### config.mk
export PLATFORM = sky130hd
export DESIGN_NAME = keys_debounce_repeat_module
export DESIGN_NICKNAME = d
export VERILOG_FILES = /design/src/rtl/keys_debounce_repeat_module.sv
export SDC_FILE = /design/constraint.sdc
export NUM_CORES = 1
export LEC_CHECK = 0
export CORE_ASPECT_RATIO = 0.8
export CORE_MARGIN = 2
export CORE_UTILIZATION = 63
export DETAILED_ROUTE_END_ITERATION = 8
export PLACE_DENSITY = 0.9
export SYNTH_ARGS = -nofsm -noshare
export SYNTH_HDL_FRONTEND = slang
export SYNTH_SLANG_ARGS = --single-unit
### constraint.sdc
create_clock -name CLK -period 3.3 [get_ports CLK]
set_input_delay 0.33 -clock CLK [delete_from_list [all_inputs] [get_ports CLK]]
set_output_delay 0.33 -clock CLK [all_outputs]
set_load 0.01 [all_outputs]
### src/rtl/keys_debounce_repeat_module.sv
// Four-key debouncer with press strobe, auto-repeat strobes and a clean held level.
// Feeds option_keys of optional_pwm_module: one strobe per press or repeat interval.
`timescale 1ns/1ps
module keys_debounce_repeat_module #(
    parameter int TICK_CYCLES     = 50000,
    parameter int PRESS_MS        = 20,
    parameter int RELEASE_MS      = 20,
    parameter int REPEAT_DELAY_MS = 500,
    parameter int REPEAT_RATE_MS  = 100
) (
    input  logic       CLK,
    input  logic       RSTn,
    input  logic [3:0] keys_in,
    output logic [3:0] key_pulse,
    output logic [3:0] key_level
);

    localparam int PW = (TICK_CYCLES > 1) ? $clog2(TICK_CYCLES) : 1;
    localparam logic [PW-1:0] PRESC_LAST = PW'(TICK_CYCLES - 1);
    localparam logic [10:0] PRESS_N = 11'(PRESS_MS);
    localparam logic [10:0] REL_N   = 11'(RELEASE_MS);
    localparam logic [10:0] DELAY_N = 11'(REPEAT_DELAY_MS);
    localparam logic [10:0] RATE_N  = 11'(REPEAT_RATE_MS);
    localparam bit REPEAT_EN = (REPEAT_DELAY_MS != 0);

    typedef enum logic [1:0] {IDLE, PRESS_DB, HELD, REL_DB} state_t;

    // Per-channel state is kept visible by name for external checkers.
    state_t      state   [4];
    logic [10:0] cnt     [4];
    logic [10:0] cnt_inc [4];
    logic [3:0]  rep_done;

    logic [PW-1:0] presc;
    logic          tick;
    logic [3:0]    sync1, sync2;
    logic [3:0]    p;

    // Shared free-running 1 ms prescaler; key activity never restarts it.
    always_ff @(posedge CLK or negedge RSTn) begin
        if (!RSTn)
            presc <= '0;
        else if (tick)
            presc <= '0;
        else
            presc <= presc + 1'b1;
    end

    assign tick = (presc == PRESC_LAST);

    // Raw keys are asynchronous; idle level of the synchronizer is "released".
    always_ff @(posedge CLK or negedge RSTn) begin
        if (!RSTn) begin
            sync1 <= 4'hF;
            sync2 <= 4'hF;
        end else begin
            sync1 <= keys_in;
            sync2 <= sync1;
        end
    end

    assign p = ~sync2;

    always_comb begin
        for (int i = 0; i < 4; i++)
            cnt_inc[i] = cnt[i] + 11'd1;
    end

    always_ff @(posedge CLK or negedge RSTn) begin
        if (!RSTn) begin
            for (int i = 0; i < 4; i++) begin
                state[i] <= IDLE;
                cnt[i]   <= '0;
            end
            rep_done  <= '0;
            key_pulse <= '0;
            key_level <= '0;
        end else begin
            key_pulse <= '0;
            for (int i = 0; i < 4; i++) begin
                case (state[i])
                    IDLE: begin
                        cnt[i] <= '0;
                        if (p[i])
                            state[i] <= PRESS_DB;
                    end
                    PRESS_DB: begin
                        if (!p[i]) begin
                            state[i] <= IDLE;
                            cnt[i]   <= '0;
                        end else if (tick) begin
                            if (cnt_inc[i] == PRESS_N) begin
                                state[i]     <= HELD;
                                cnt[i]       <= '0;
                                rep_done[i]  <= 1'b0;
                                key_pulse[i] <= 1'b1;
                                key_level[i] <= 1'b1;
                            end else begin
                                cnt[i] <= cnt_inc[i];
                            end
                        end
                    end
                    HELD: begin
                        if (!p[i]) begin
                            state[i] <= REL_DB;
                            cnt[i]   <= '0;
                        end else if (REPEAT_EN && tick && !key_pulse[i]) begin
                            // First repeat waits the long delay, later ones the short rate.
                            if (cnt_inc[i] == (rep_done[i] ? RATE_N : DELAY_N)) begin
                                cnt[i]       <= '0;
                                rep_done[i]  <= 1'b1;
                                key_pulse[i] <= 1'b1;
                            end else begin
                                cnt[i] <= cnt_inc[i];
                            end
                        end
                    end
                    REL_DB: begin
                        if (p[i]) begin
                            // A release glitch restarts the repeat delay from scratch.
                            state[i]    <= HELD;
                            cnt[i]      <= '0;
                            rep_done[i] <= 1'b0;
                        end else if (tick) begin
                            if (cnt_inc[i] == REL_N) begin
                                state[i]     <= IDLE;
                                cnt[i]       <= '0;
                                key_level[i] <= 1'b0;
                            end else begin
                                cnt[i] <= cnt_inc[i];
                            end
                        end
                    end
                    default: begin
                        state[i] <= IDLE;
                        cnt[i]   <= '0;
                    end
                endcase
            end
        end
    end

endmodule

==> out/summary.txt <==
Status - finished clean
Post-CTS setup buffer count - 0
Grt total ovfl - 0
FFs w/ async S/R, synth - 100%
Largest net degree at the start of global routing - 40
Design Area, Final - 0.00643 mm²
Number of synthesized flops with an enable pin - 0
Die Footprint - 0.0101 mm²
Mapped Area - 0.00589 mm²
Initial antenna violation count - 0
Nets - 712
Critical Path, Cell by Cell - ha_1 > nand3_1 > or4_4 > a211oi_2 > a2bb2oi_1 > o41ai_1 > a211o_2 > nor3_1 > a211o_1
Mux cell area share after synthesis - 1.91%
LEAKAGE - 2.66 nW
Syn_nets - 710
Synth warnings - 0
Multi-input gate area - 0.00344 mm²
Area leader, netlist - dfrtp_1
Clk sink count - 88
Dpl cell area - 0.00608 mm²
Worst hold path class - flip-flop to flip-flop
Peak VDD IR - 0.000672 V
Crit path required time - 3.54 ns
Num CTS Buffers - 9
Gr usage total - 27.9%
DRT antenna net count - 0
PwrDens - 540 mW/mm²
Delay-heaviest family, CP - compound AO/OA/AOI/OAI gates
Share of layout cells above drive strength 1 - 7.76%
Drt total wl - 13500 µm
Yosys reg bits - 88
H-tree lvl count - 3
Setup TNS - 0 ns
Buffers and inverters on the worst path - 0
RSZ-0062 raised after global routing - no
Worst R2R Path Depth - 9
Gate count of the mapped netlist - 677
CP Data Arrival Time - 3.29 ns
# DRC - 0
Number of global-route vias before repair - 5161
Row count - 31
Finished Layout Cells - 798
Crit Path Category - flip-flop to flip-flop
Synthesized area per cell - 8.70 µm²
Die width - 112 µm
Synth Area in Adders - 5.74%
Worst slew pin tran - 1.26 ns
Core area - 0.00908 mm²
Reg area - 0.00221 mm²
Max Cap Violations - 0
Post-Synth XOR/XNOR Area - 2.97%
Port Buffer Count - 13
First-pass GRT wire length - 23700 µm
Main combinational cell family by area after synthesis - simple AND/OR/NAND/NOR gates
CP peak stage delay - 0.53 ns
Period utilization - 92.6%
Worst Hold Depth - 0
Maximum clock path buffer count - 2
Worst setup SP type - flip-flop
Top cell type's share of synthesized area - 34.0%
CTS tree - built
Routed via count - 5351
CP max-delay cell - dfrtp_1
Synth Flop Type - dfrtp_1
DRT Pass-1 Iters - 6
Post-synthesis sequential area ratio - 37.6%
Post-synthesis simple-gate area fraction - 26.7%
Top cells by count, synth - 80 x dfrtp_1, 60 x nand2_1, 58 x nor2_1
Post-Route Skew - 0.0100 ns
Final worst path period need - 3.06 ns
Crit end category - flip-flop
Final Hold Vio Count - 0
Die H - 90.5 µm
Cell variety after synth - 76
Wirelength per Cell - 17.0 µm
Synth top area cells - dfrtp_1 34%, ha_1 5.7%, nand2_1 3.8%, nor2_1 3.7%, dfstp_2 3.6%
Ant. Diodes - 0
Gpl congestion - 0.942
Clk root buf - clkbuf_16
DRT iter0 DRCs - 502
Initial Utilization - 64.9%
Worst-Skew Late Latency - 0.35 ns
Dpl cells - 782
Vias per inst - 6.71
Fillers - 653
Utilization after layout - 70.9%
Max Clock Freq - 0.327 GHz
IO Count - 14
Area grow syn2layout - 9.20%
Critical path depth in cells - 9
Synth Area in Compound Gates - 21.0%
Final HPWL DP - 9640 µm
Fin. max-slew vios - 0
Max-Slew Margin vs Limit - 15.5%
Clk slew on worst S/H paths - 0.07 ns
CP max FO - 11
Count leader, synth - dfrtp_1
Final setup violation count - 0
flip-flops by register name (all words and copies together), names as in the netlist, named ones only:
| signal | count |
|---|---|
| sync1 | 4 |
| key_level | 4 |
| rep_done | 4 |
| sync2 | 4 |
| cnt | 44 |
| state | 4 |
| key_pulse | 4 |
| presc | 16 |
worst reg2reg max path, stage by stage, from the launching register on:
cell and delay [ns]:
dfrtp_1 0.53, ha_1 0.28, nand3_1 0.23, or4_4 0.51, a211oi_2 0.24, a2bb2oi_1 0.10, o41ai_1 0.43, a211o_2 0.29
nor3_1 0.07, a211o_1 0.26
where the power goes:
group | switching [W] | leakage (nW) | internal [W]
logic | 0.000692 | 1.32 | 0.000393
registers | 0.0000801 | 1.17 | 0.00115
clock network | 0.000423 | 0.165 | 0.000734
total | 0.00120 | 2.66 | 0.00228
repair_timing:
action	CTS	global route
hold buffers	1	0
resized for setup	0	1
setup endpoints to repair	0	1
hold endpoints to repair	31	0
per-layer routing:
layer  global-route usage [%]  vias up  share of wire [%]
met1                     37.0     2540                 42
met5                        0        -                  0
met4                     8.43        0                1.6
met3                     7.52       36                7.4
met2                     45.1      255                 49
li1                         -     2520                  -
through the flow:
step | hold WS, ns | setup WS, ns | power, W
floorplan | 0.0344 | 0.595 | 0.00206
global placement | 0.322 | 0.421 | 0.00224
detailed placement | 0.331 | 0.305 | 0.00231
CTS | 0.356 | 0.288 | 0.00347
global route | 0.359 | 0.0285 | 0.00368
finish | 0.354 | 0.244 | 0.00347
final timing paths:
path / endpoint / slack, ns / start
worst min-delay path: sync2[3]$_DFF_PN1_ / 0.35 / sync1[3]$_DFF_PN1_
worst max-delay path: cnt[14]$_DFFE_PN0P_ / 0.24 / cnt[11]$_DFFE_PN0P_
max in group asynchronous: presc[13]$_DFF_PN0_ / 2.04 / RSTn
worst min register to register: sync2[3]$_DFF_PN1_ / 0.35 / sync1[3]$_DFF_PN1_
min in group asynchronous: cnt[40]$_DFFE_PN0P_ / 0.50 / RSTn
worst max register to register: cnt[14]$_DFFE_PN0P_ / 0.24 / cnt[11]$_DFFE_PN0P_
cells in the final DEF (no fill, tap or decap), types with 7 or more instances in the layout:
master	n
o31ai_1	10
nor2_1	58
o21ai_1	15
ha_1	27
a21oi_1	36
xor2_1	9
or3_1	11
nand3_1	34
nor3_1	27
nor2b_1	7
nand2_1	60
mux2i_1	9
nand2b_1	11
buf_4	8
clkbuf_16	9
clkdlybuf4s50_1	12
inv_1	30
a21o_1	10
a31oi_1	12
nor4_1	15
dfrtp_1	80
nand4_1	10
dfstp_2	8
or4_1	7
o21ai_0	27
xnor2_1	11
area by class of cell:
type	count	share of cell area, %
multi-input combinational	529	53.5
sequential	88	34.4
clock buffer	9	3.50
timing repair buffer	21	2.96
tap	115	2.24
inverter	30	1.75
clock inverter	6	1.69
kinds of logic after synthesis:
| kind of cell | after synthesis |
|---|---|
| compound gates | 180 |
| xor+xnor | 20 |
| fa+ha+maj | 27 |
| buf+inv | 60 |
| flops | 88 |
| mux | 11 |
| simple gates | 291 |
Power figures use the tool's default switching activity.
